<file path="src/rtl/arith_cmd_sequencer.sv">
// Command FIFO and issue/capture sequencer for the registered arithmetic unit.
// Optional result/status parity checker: define ARITH_SEQ_PARITY_CHECK_EN.
module arith_cmd_sequencer #(
  parameter int WIDTH_M = 4,
  parameter int WIDTH_N = 2,
  parameter int DEPTH   = 4
) (
  input  logic               i_clk,
  input  logic               i_reset,
  input  logic               i_cmd_valid,
  output logic               o_cmd_ready,
  input  logic [WIDTH_N-1:0] i_cmd_op,
  input  logic [WIDTH_M-1:0] i_cmd_A,
  input  logic [WIDTH_M-1:0] i_cmd_B,
  output logic [WIDTH_N-1:0] o_op,
  output logic [WIDTH_M-1:0] o_arg_A,
  output logic [WIDTH_M-1:0] o_arg_B,
  input  logic [WIDTH_M-1:0] i_result,
  input  logic [3:0]         i_status,
  output logic               o_rsp_valid,
  input  logic               i_rsp_ready,
  output logic [WIDTH_N-1:0] o_rsp_op,
  output logic [WIDTH_M-1:0] o_rsp_result,
  output logic [3:0]         o_rsp_status,
  output logic [7:0]         o_err_count,
  output logic               o_busy,
  output logic               o_parity_err
);

  localparam int AW = $clog2(DEPTH);
  localparam int CW = AW + 1;
  localparam int EW = WIDTH_N + 2 * WIDTH_M;
  localparam logic [AW-1:0] PTR_ONE  = AW'(1);
  localparam logic [CW-1:0] CNT_ONE  = CW'(1);
  localparam logic [CW-1:0] CNT_FULL = CW'(DEPTH);

  typedef enum logic [1:0] {
    IDLE    = 2'd0,
    ISSUE   = 2'd1,
    CAPTURE = 2'd2,
    RESP    = 2'd3
  } state_t;

`ifdef ARITH_SEQ_PARITY_CHECK_EN
  function automatic logic xor_reduce(input logic [WIDTH_M-1:0] v);
    return ^v;
  endfunction
`endif

  state_t               state_q, state_d;
  logic [EW-1:0]        mem_q [DEPTH];
  logic [EW-1:0]        mem_d [DEPTH];
  logic [AW-1:0]        wr_ptr_q, wr_ptr_d, rd_ptr_q, rd_ptr_d;
  logic [CW-1:0]        count_q, count_d;
  logic [WIDTH_N-1:0]   op_q, op_d, rsp_op_q, rsp_op_d;
  logic [WIDTH_M-1:0]   arg_a_q, arg_a_d, arg_b_q, arg_b_d, rsp_result_q, rsp_result_d;
  logic [3:0]           rsp_status_q, rsp_status_d;
  logic                 rsp_valid_q, rsp_valid_d;
  logic [7:0]           err_count_q, err_count_d;
  logic                 parity_err_q, parity_err_d;
  logic                 full_s, empty_s, push_s, pop_s;

  assign full_s      = (count_q == CNT_FULL);
  assign empty_s     = (count_q == '0);
  assign o_cmd_ready = ~full_s & i_reset;
  assign push_s      = i_cmd_valid & o_cmd_ready;
  assign pop_s       = (state_q == IDLE) & ~empty_s;

  // Next-state for FIFO, sequencer FSM and response/statistics registers.
  always_comb begin
    mem_d        = mem_q;
    wr_ptr_d     = wr_ptr_q;
    rd_ptr_d     = rd_ptr_q;
    count_d      = count_q;
    state_d      = state_q;
    op_d         = op_q;
    arg_a_d      = arg_a_q;
    arg_b_d      = arg_b_q;
    rsp_op_d     = rsp_op_q;
    rsp_result_d = rsp_result_q;
    rsp_status_d = rsp_status_q;
    rsp_valid_d  = rsp_valid_q;
    err_count_d  = err_count_q;
    parity_err_d = parity_err_q;

    if (push_s) begin
      mem_d[wr_ptr_q] = {i_cmd_op, i_cmd_A, i_cmd_B};
      wr_ptr_d        = wr_ptr_q + PTR_ONE;
    end else begin
      wr_ptr_d = wr_ptr_q;
    end

    case ({push_s, pop_s})
      2'b10:   count_d = count_q + CNT_ONE;
      2'b01:   count_d = count_q - CNT_ONE;
      default: count_d = count_q;
    endcase

    case (state_q)
      IDLE: begin
        if (!empty_s) begin
          {op_d, arg_a_d, arg_b_d} = mem_q[rd_ptr_q];
          rd_ptr_d = rd_ptr_q + PTR_ONE;
          state_d  = ISSUE;
        end else begin
          state_d = IDLE;
        end
      end
      ISSUE: state_d = CAPTURE;
      CAPTURE: begin
        rsp_op_d     = op_q;
        rsp_result_d = i_result;
        rsp_status_d = i_status;
        rsp_valid_d  = 1'b1;
        if (i_status[3] && (err_count_q != 8'hFF)) begin
          err_count_d = err_count_q + 8'd1;
        end else begin
          err_count_d = err_count_q;
        end
`ifdef ARITH_SEQ_PARITY_CHECK_EN
        // Result is undefined on ERROR, so parity is only meaningful without it.
        if (!i_status[3] && (xor_reduce(i_result) != i_status[2])) begin
          parity_err_d = 1'b1;
        end else begin
          parity_err_d = parity_err_q;
        end
`endif
        state_d = RESP;
      end
      RESP: begin
        if (i_rsp_ready) begin
          rsp_valid_d = 1'b0;
          state_d     = IDLE;
        end else begin
          state_d = RESP;
        end
      end
      default: state_d = IDLE;
    endcase
  end

  // Control and datapath registers with synchronous active-low reset.
  always_ff @(posedge i_clk) begin
    if (!i_reset) begin
      state_q      <= IDLE;
      wr_ptr_q     <= '0;
      rd_ptr_q     <= '0;
      count_q      <= '0;
      op_q         <= '0;
      arg_a_q      <= '0;
      arg_b_q      <= '0;
      rsp_op_q     <= '0;
      rsp_result_q <= '0;
      rsp_status_q <= 4'd0;
      rsp_valid_q  <= 1'b0;
      err_count_q  <= 8'd0;
      parity_err_q <= 1'b0;
    end else begin
      state_q      <= state_d;
      wr_ptr_q     <= wr_ptr_d;
      rd_ptr_q     <= rd_ptr_d;
      count_q      <= count_d;
      op_q         <= op_d;
      arg_a_q      <= arg_a_d;
      arg_b_q      <= arg_b_d;
      rsp_op_q     <= rsp_op_d;
      rsp_result_q <= rsp_result_d;
      rsp_status_q <= rsp_status_d;
      rsp_valid_q  <= rsp_valid_d;
      err_count_q  <= err_count_d;
      parity_err_q <= parity_err_d;
    end
  end

  // FIFO storage; contents are only meaningful under the count, so no reset.
  always_ff @(posedge i_clk) begin
    mem_q <= mem_d;
  end

  assign o_op         = op_q;
  assign o_arg_A      = arg_a_q;
  assign o_arg_B      = arg_b_q;
  assign o_rsp_valid  = rsp_valid_q;
  assign o_rsp_op     = rsp_op_q;
  assign o_rsp_result = rsp_result_q;
  assign o_rsp_status = rsp_status_q;
  assign o_err_count  = err_count_q;
  assign o_busy       = (state_q != IDLE) | ~empty_s;
`ifdef ARITH_SEQ_PARITY_CHECK_EN
  assign o_parity_err = parity_err_q;
`else
  assign o_parity_err = 1'b0;
`endif

endmodule

</file>
<file path="config.mk">
export PLATFORM = sky130hd
export DESIGN_NAME = arith_cmd_sequencer
export DESIGN_NICKNAME = d
export VERILOG_FILES = /design/src/rtl/arith_cmd_sequencer.sv
export SDC_FILE = /design/constraint.sdc
export NUM_CORES = 1
export LEC_CHECK = 0
export CORE_ASPECT_RATIO = 2
export CORE_UTILIZATION = 30
export DETAILED_ROUTE_END_ITERATION = 8
export GPL_ROUTABILITY_DRIVEN = 0
export GPL_TIMING_DRIVEN = 1
export PLACE_DENSITY = 0.56
export RECOVER_POWER = 50
export SETUP_SLACK_MARGIN = 0.5
export SYNTH_ARGS = -nofsm -noshare
export SYNTH_HDL_FRONTEND = slang
export SYNTH_SLANG_ARGS = --single-unit
export TNS_END_PERCENT = 30
</file>
<file path="constraint.sdc">
create_clock -name i_clk -period 2.1 [get_ports i_clk]
set_input_delay 0.315 -clock i_clk [delete_from_list [all_inputs] [get_ports i_clk]]
set_output_delay 0.315 -clock i_clk [all_outputs]
set_load 0.01 [all_outputs]
</file>
======== Word level (Yosys, flattened, before mapping) ========
Cells that the tools add are included.
storage, ports and cells
  word-level logic and storage cells ...... 62
  bits of input ports ..................... 22
  register bits ........................... 78
cells by class
  bitwise operators ....................... 8
  magnitude comparators ................... 3
  add/subtract/negate cells ............... 5
  multiplexer cells ....................... 12
  equal/unequal tests ..................... 8
  reduce and logical (&&, ||, !) cells .... 10
operator list
  operator                                                     number
  bitwise mux 40 bit                                           1
  two-way mux 10 bit                                           3
  binary-select mux 10 bit (select 2 bit)                      1
  demux 10 bit (select 2 bit)                                  1
  adder 8 x 1 -> 8 bit (second input constant)                 1
  inequality test 8 bit (second input constant)                1
  one-hot mux 2 bit (4 select lines)                           1
  equality test 2 bit (second input constant)                  3
  greater-or-equal comparator 3 bit (second input constant)    2
  inverter 2 -> 3 bit                                          2
  one-hot mux 3 bit (2 select lines)                           1
  AND reduction 2 bit                                          3
  nonzero test 2 bit                                           3
  adder 2 x 1 -> 2 bit (second input constant)                 2
  equality test 2 x 1 -> 1 bit (second input constant)         2
  adder 3 x 1 -> 3 bit (second input constant)                 1
  bitwise AND 1 bit                                            3
  equality test 3 bit (second input constant)                  1
  zero test 3 bit                                              1
  less-than comparator 3 x 1 -> 1 bit (second input constant)  1
  subtractor 3 x 1 -> 3 bit (second input constant)            1
  logical AND 1 bit                                            2
  zero test 2 bit                                              1
  two-way mux 1 bit                                            2
  other kinds (5)                                              6

======== Depth between registers and ports, before layout ========
Gate-level depths: netlist (run 1).
  word-level depth ........................ 6
  gate-level depth with buffers ........... 10
  mapped depth without buffers ............ 9

======== Worst setup path before layout (run 1) ========
No wires, ideal clock.
  path kind ............................... flip-flop to flip-flop
  from .................................... reg state_q[1]
  to ...................................... reg count_q[2]
  data arrival time ....................... 2.086 ns
  clock period less this slack ............ 2.156 ns
  stages on the path, launching flop included .. 11
  data required time ...................... 2.030 ns
  slack ................................... -0.056 ns
  path through ............................ dfxtp_1 nor2_1 nand2_1 inv_1 buf_2 ha_1 inv_1 fa_1 xor2_1 or3_1 a21oi_1
between the ends
  word-level cells in the longest chain between the ends .. 4
ends and longest elaborated chain
  item                                                                             RTL line  RTL
  start: declaration                                                               50        state_t state_q, state_d;
  start signal: assignment                                                         159       state_q <= state_d;
  zero test 2 bit (*)                                                              67        assign pop_s = (state_q == IDLE) & ~empty_s;
  bitwise AND 1 bit (*)                                                            67
  net pop_s                                                                        61        logic full_s, empty_s, push_s, pop_s;
  equality test 2 x 1 -> 1 bit / equality test 2 bit (equally long branches)       93        case ({push_s, pop_s})
  one-hot mux 3 bit (2 select lines) / nonzero test 2 bit (equally long branches)  --
  end signal: assignment                                                           162       count_q <= count_d;
  end: declaration                                                                 54        logic [CW-1:0] count_q, count_d;
The timed path passes the listed nets; every way through them passes the cells marked *.
A chain may end at the register's enable or synchronous reset.

======== Worst setup path in the final report (run 1) ========
  from .................................... in i_reset
  to ...................................... reg count_q[2]
between the ends
  word-level cells in the longest chain between the ends .. 4
ends and longest elaborated chain
  item                                                                             RTL line  RTL
  start: declaration                                                               9         input logic i_reset,
  bitwise AND 1 bit                                                                65        assign o_cmd_ready = ~full_s & i_reset;
  bitwise AND 1 bit                                                                66        assign push_s = i_cmd_valid & o_cmd_ready;
  equality test 2 x 1 -> 1 bit / equality test 2 bit (equally long branches)       93
  one-hot mux 3 bit (2 select lines) / nonzero test 2 bit (equally long branches)  --
Several ways; a longest one is shown, not always the timed one.

==> impl_metrics.toml, run 1 <==
[floorplanning]
start_util = 0.312
die_w_um = 73.5
ioPinCount = 54
coreArea_sq_um = 9830
fp.dieH_um = 145
row_count = 51
dieArea_sq_um = 10700

[critical_path]
crit_path_frequent_cell = "inv_1"
crit_slowest_cell = "dlygate4sd3_1"
arrival_ns = 2.15
endpoint_kind = "flip-flop"
reg2reg_slack_ns = 0.26
crit_chain = "dlygate4sd3_1 > inv_1 > a211oi_2 > inv_1 > ha_4 > inv_2 > fa_2 > xor2_1 > or3_1 > a21oi_2"
cpPeakStageDelay_ns = 0.53
cp.required_ns = 2.35
worstSetupPathType = "input port to flip-flop"
crit_path_max_fanout = 2
startpoint_type = "input port"

[global_route]
grt_overflow = 0
grt_pass1_vias = 2049
grtUsageTotal = 0.128
grt_max_degree = 39
antenna_found_initial = 0
grt_pass1_wl_um = 9960

[synthesis]
synthesis.nets = 276
ys_types = 33
synth-seq-cells = 78
synth_cells = 247
seq_area_frac_synth = 0.640
synth.avg_cell_area_sq_um = 12.4
yosys_warnings = 0
synth_area_sq_um = 3070

[job]
drv_cap = 0

[power]
vdd_drop_max_mv = 0.500
power_leakage_nw = 1.53
power_density_nw_per_um2 = 1210

[cts]
clock_sinks = 78
clk_pin_slew_ns = 0.06
insertion_delay_ns = 0.33
cts_buffers = 9
cts_buffer_depth = 2
cts_tree = "yes"
htree_levels = 3
clockRootBuffer = "clkbuf_16"

[detailed_routing]
antenna_left = 0
finalWirelength_um = 6090
dr.pass1.iters = 4
remaining_drc_errors = 0
vias_per_cell = 4.52
drtIter0Drc = 63
wl_per_cell_um = 13.4
vias = 2061

[min_path]
hold_path_class = "flip-flop to flip-flop"

[placed_design]
dp_hpwl_um = 4280
placement.io_buffers = 52
dp.cells = 431

[status]
outcome = "finished clean"

[timing]
setup_violations = 0
tightestPinTransition_ns = 0.800
max_freq_mhz = 528
period_needed_ns = 1.89
max-slew-margin-rel = 0.466
fin_crit_sh = 0.902
rsz0062_at_grt = "true"
hold_viol = 0
slew_violations = 0
clock_skew_ns = 0.00625

[layout]
syn_to_final_growth_pct = 40.3
n_antenna_cell = 0
drive_gt1_frac = 0.216
nets = 348
post-route-util = 0.438
fin_cells = 456
==> cells in the final DEF (no fill, tap or decap), types with 9 or more instances in the layout <==
| cell type | synthesis | final |
|---|---|---|
| clkdlybuf4s50_1 | 0 | 36 |
| dlygate4sd3_1 | 0 | 11 |
| mux4_2 | 10 | 10 |
| edfxtp_1 | 40 | 40 |
| a21oi_1 | 29 | 28 |
| nand2_1 | 46 | 45 |
| nor2_1 | 13 | 11 |
| dfxtp_1 | 38 | 31 |
| clkbuf_16 | 0 | 9 |
| buf_4 | 1 | 14 |
==> report_power, final <==
part / total, mW / switching [mW] / internal (mW)
logic: 1.65 / 0.778 / 0.867
clock network: 1.56 / 0.626 / 0.934
registers: 1.98 / 0.156 / 1.83
total: 5.19 / 1.56 / 3.63
==> what timing repair did <==
action | CTS | global route
setup endpoints to repair | 13 | 25
resized for setup | 14 | 14
buffers inserted | 8 | 1
pin swaps | 9 | 2
gates cloned | 0 | 0
hold buffers | 0 | 0
==> layer usage <==
layer	vias to the layer above	GRT usage	routed length, um
li1	1016	-	-
met1	979	0.124	2220
met2	55	0.228	3410
met3	11	0.0368	264
met4	0	0.0740	189
met5	-	0	0
==> cells in the mapped netlist, drive strengths merged <==
master   count  area, sq um
conb         1         3.75
nand3        5         25.0
fa           1         20.0
nand4        1         12.5
ha           6         75.1
or4          1         7.51
buf          5         26.3
nand3b       1         20.0
o21bai       1         18.8
edfxtp      40         1200
a211oi       1         12.5
o21ai        4         20.0
or3          5         31.3
nand2       46          173
clkbuf       6         22.5
o2111ai      1         8.76
a2111oi      1         15.0
inv         10         37.5
nor3         2         10.0
xor2         5         43.8
dfxtp       38          761
mux2i        1         10.0
and2         4         25.0
nor2        13         48.8
nor2b        1         6.26
mux4        10          225
a21oi       29          145
or2b         1         7.51
xnor2        3         26.3
and3         2         12.5
o31ai        2         15.0
==> through the flow <==
stage | power [mW] | worst slack, ns | setup TNS [ns] | instance area (sq um) | hold WS [ns]
after CTS | 5.23 | 0.266 | 0 | 4260 | 0.456
after floorplan | 2.91 | 0.219 | 0 | 3110 | 0.414
after global routing | 5.50 | 0.136 | 0 | 4300 | 0.467
final | 5.19 | 0.206 | 0 | 4300 | 0.453
after global placement | 3.44 | -0.00528 | -0.00528 | 3870 | 0.443
after detailed placement | 3.48 | -0.0467 | -0.0587 | 3870 | 0.448
==> worst paths after layout <==
kind                   start          to  cells after the start
hold reg to reg   o_arg_A[3]  o_arg_A[3]                      2
setup reg to reg  count_q[0]  count_q[2]                      9
setup / recovery     i_reset  count_q[2]                     10
hold / removal    o_arg_A[3]  o_arg_A[3]                      2
==> layout make-up <==
type | instances | area, sq um
clock buffer | 9 | 225
clock inverter | 7 | 77.6
fill | 952 | 5520
inverter | 10 | 45.0
multi-input combinational | 148 | 1100
sequential | 78 | 1980
tap | 132 | 165
timing repair buffer | 72 | 713
==> sequential cells by signal, summed over array words and instances, names as in the netlist <==
name	flops
o_rsp_result	4
rd_ptr_q	2
o_rsp_op	2
o_err_count	8
mem_q	40
count_q	3
o_rsp_status	4
wr_ptr_q	2
o_op	2
o_rsp_valid	1
state_q	2
o_arg_B	4
o_arg_A	4
==> kinds of logic after synthesis <==
group,synth area share
simple gates,0.124
flops,0.640
compound gates,0.0767
buf+inv,0.0282
mux,0.0767
xor+xnor,0.0228
fa+ha+maj,0.0310
other cells,0.00122
==> worst max-delay path: cells and delay by family <==
kind                       cells  cell delay [ns]
AOI/OAI and AO/OA              2             0.16
buffers and inverters          4             0.73
xor gates and xnor gates       1             0.15
adders and majority gates      2             0.46
and+or+nand+nor                1             0.32
No activity file was read; power rests on OpenSTA's default activity.
==> inputs of run 2 (changes only) <==
==> constraint.sdc (replaced) <==
create_clock -name i_clk -period 1.67 [get_ports i_clk]
set_input_delay 0.2505 -clock i_clk [delete_from_list [all_inputs] [get_ports i_clk]]
set_output_delay 0.2505 -clock i_clk [all_outputs]
set_load 0.01 [all_outputs]
==> impl_metrics.toml, run 2 (synthesis gave the netlist of run 1 again) <==
[status]
outcome = "finished, violations left"
violations = "setup timing"

[floorplanning]
dieArea_sq_um = 10700
row_count = 51
ioPinCount = 54
fp.dieH_um = 145
coreArea_sq_um = 9830
start_util = 0.312
die_w_um = 73.5

[layout]
largest-register = "mem_q"
design_area_sq_um = 4530
n_antenna_cell = 0
largest_reg_flops = 40
drive_gt1_frac = 0.453
syn_to_final_growth_pct = 47.7
multiInputGateArea_sq_um = 1240
num-fill-cells = 958
fin_cells = 476
mostFrequentLayoutCell = "edfxtp_1"
layout_common_cells = "edfxtp_1, nand2_1, a21oi_1, buf_4, dfxtp_1"
nets = 368
seq_area_sq_um = 2010

[min_path]
min_path_cells = 2
hold_path_class = "flip-flop to flip-flop"
min_to = "o_arg_A[3]"
hold_path_startpoint = "o_arg_A[3]"

[power]
switchingPower_mw = 2.09
power_leakage_nw = 1.70
total_power_mw = 6.79
intPower_mw = 4.70
power_frac_clock = 0.284
vdd_drop_max_mv = 0.756
pwr-share-seq = 0.362
combPwrFrac = 0.354
power_density_nw_per_um2 = 1500
switching_share = 0.308

[timing]
whs_ns = 0.453
period_needed_ns = 1.83
setup_ws_ns = -0.161
max_freq_mhz = 546
setup_violations = 2
slew_violations = 0
fin_crit_sh = 1.10
clock_skew_ns = 0.00635
rsz0062_at_grt = "true"
hold_viol = 0

[critical_path]
crit_chain = "or3_4 > nand2_4 > inv_4 > ha_4 > inv_2 > fa_2 > xor2_1 > or3_1 > a21oi_2"
cpPeakStageDelay_ns = 0.38
cp.required_ns = 1.93
r2r_end = "count_q[2]"
r2r_start = "count_q[1]"
r2r_cells = 9
arrival_ns = 2.09
crit_path_max_fanout = 3
reg2reg_slack_ns = -0.16
cp_num_buf_inv = 2
crit_slowest_cell = "or3_4"
startpoint_type = "flip-flop"
worstSetupPathType = "flip-flop to flip-flop"
endpoint_kind = "flip-flop"
cp_top_family = "simple AND/OR/NAND/NOR gates"

[global_route]
grt_overflow = 0
grt_pass1_wl_um = 10400
grt_use_met3 = 0.0403
grt_pass1_vias = 2196
grt_max_degree = 39
grtUsageTotal = 0.132
gr-usage-met2 = 0.239
busiest_layer = "met2"
antenna_found_initial = 0
use_met1 = 0.128

[detailed_routing]
vias_per_cell = 4.51
remaining_drc_errors = 0
dr.pass1.iters = 5
wl_per_cell_um = 14.1
antenna_left = 0
vias = 2147
drtIter0Drc = 69
finalWirelength_um = 6690

[placed_design]
placement.io_buffers = 52
dp_hpwl_um = 4470
placedInstanceArea_sq_um = 3950
dp.cells = 443

[cts]
cts_buffers = 9
htree_levels = 3
clockRootBuffer = "clkbuf_16"
clk_pin_slew_ns = 0.06
insertion_delay_ns = 0.33
cts_buffer_depth = 2
hold_buffers = 0
clock_sinks = 78
cts_tree = "yes"

[job]
drv_cap = 0
run 2: cell count changes in the layout (fill, tap and decap cells not counted), sizes merged:
cell | before | now
dlygate4sd3 | 11 | 10
clkdlybuf4s15 | 0 | 5
and2 | 4 | 7
buf | 19 | 56
dlymetal6s2s | 2 | 0
dlygate4sd2 | 0 | 1
clkdlybuf4s25 | 1 | 0
clkbuf | 12 | 17
clkinvlp | 1 | 3
clkdlybuf4s50 | 36 | 10
inv | 14 | 11
run 2: routing by layer:
layer / vias up / wire length [um]
li1: 1055 / -
met1: 1037 / 2360
met2: 44 / 3900
met3: 11 / 285
met4: 0 / 136
met5: - / 0
run 2: layout make-up:
cell class	instances	area share
inverters	10	0.00884
flip-flops and latches	78	0.443
well taps	132	0.0365
multi-input cells	151	0.275
repair buffers	89	0.170
clock buffers	10	0.0506
clock inverters	6	0.0155
run 2: worst min-delay path, delay by kind of cell, from the launching register on:
| kind | cells | cell delay (ns) |
|---|---|---|
| AND/OR/NAND/NOR | 1 | 0.05 |
| AO/OA/AOI/OAI | 1 | 0.05 |
| flip-flops | 1 | 0.30 |
run 2: what timing repair did:
action | 4_1_cts | 5_1_grt
endpoints found under the setup margin | 104 | 94
gates resized for setup | 147 | 48
pin swaps | 25 | 23
cloned | 0 | 3
setup buffers | 12 | 2
run 2: worst max path at each step:
stage | cells after the start | to | from
final | 9 | count_q[2] | count_q[1]
after floorplan | 10 | count_q[2] | count_q[1]
after global routing | 9 | count_q[2] | count_q[1]
after CTS | 9 | count_q[2] | count_q[1]
after detailed placement | 10 | count_q[2] | i_reset
after global placement | 10 | count_q[2] | i_reset
run 2: power by group through the flow:
stage / clock network (mW) / logic, mW / registers [mW]
5_1_grt: 2.05 / 2.65 / 2.49
3_3_place_gp: 0 / 2.08 / 2.47
6_report: 1.93 / 2.40 / 2.46
2_1_floorplan: 0 / 1.11 / 2.55
3_5_place_dp: 0 / 2.11 / 2.48
4_1_cts: 1.98 / 2.14 / 2.46
run 2: per-stage QoR:
step	setup WS (ns)	TNS, ns	utilization
2_1_floorplan	-0.211	-0.381	-
3_3_place_gp	-0.359	-4.82	0.401
3_5_place_dp	-0.418	-4.82	0.401
4_1_cts	-0.188	-0.280	0.453
5_1_grt	-0.230	-0.383	0.461
6_report	-0.161	-0.256	0.461
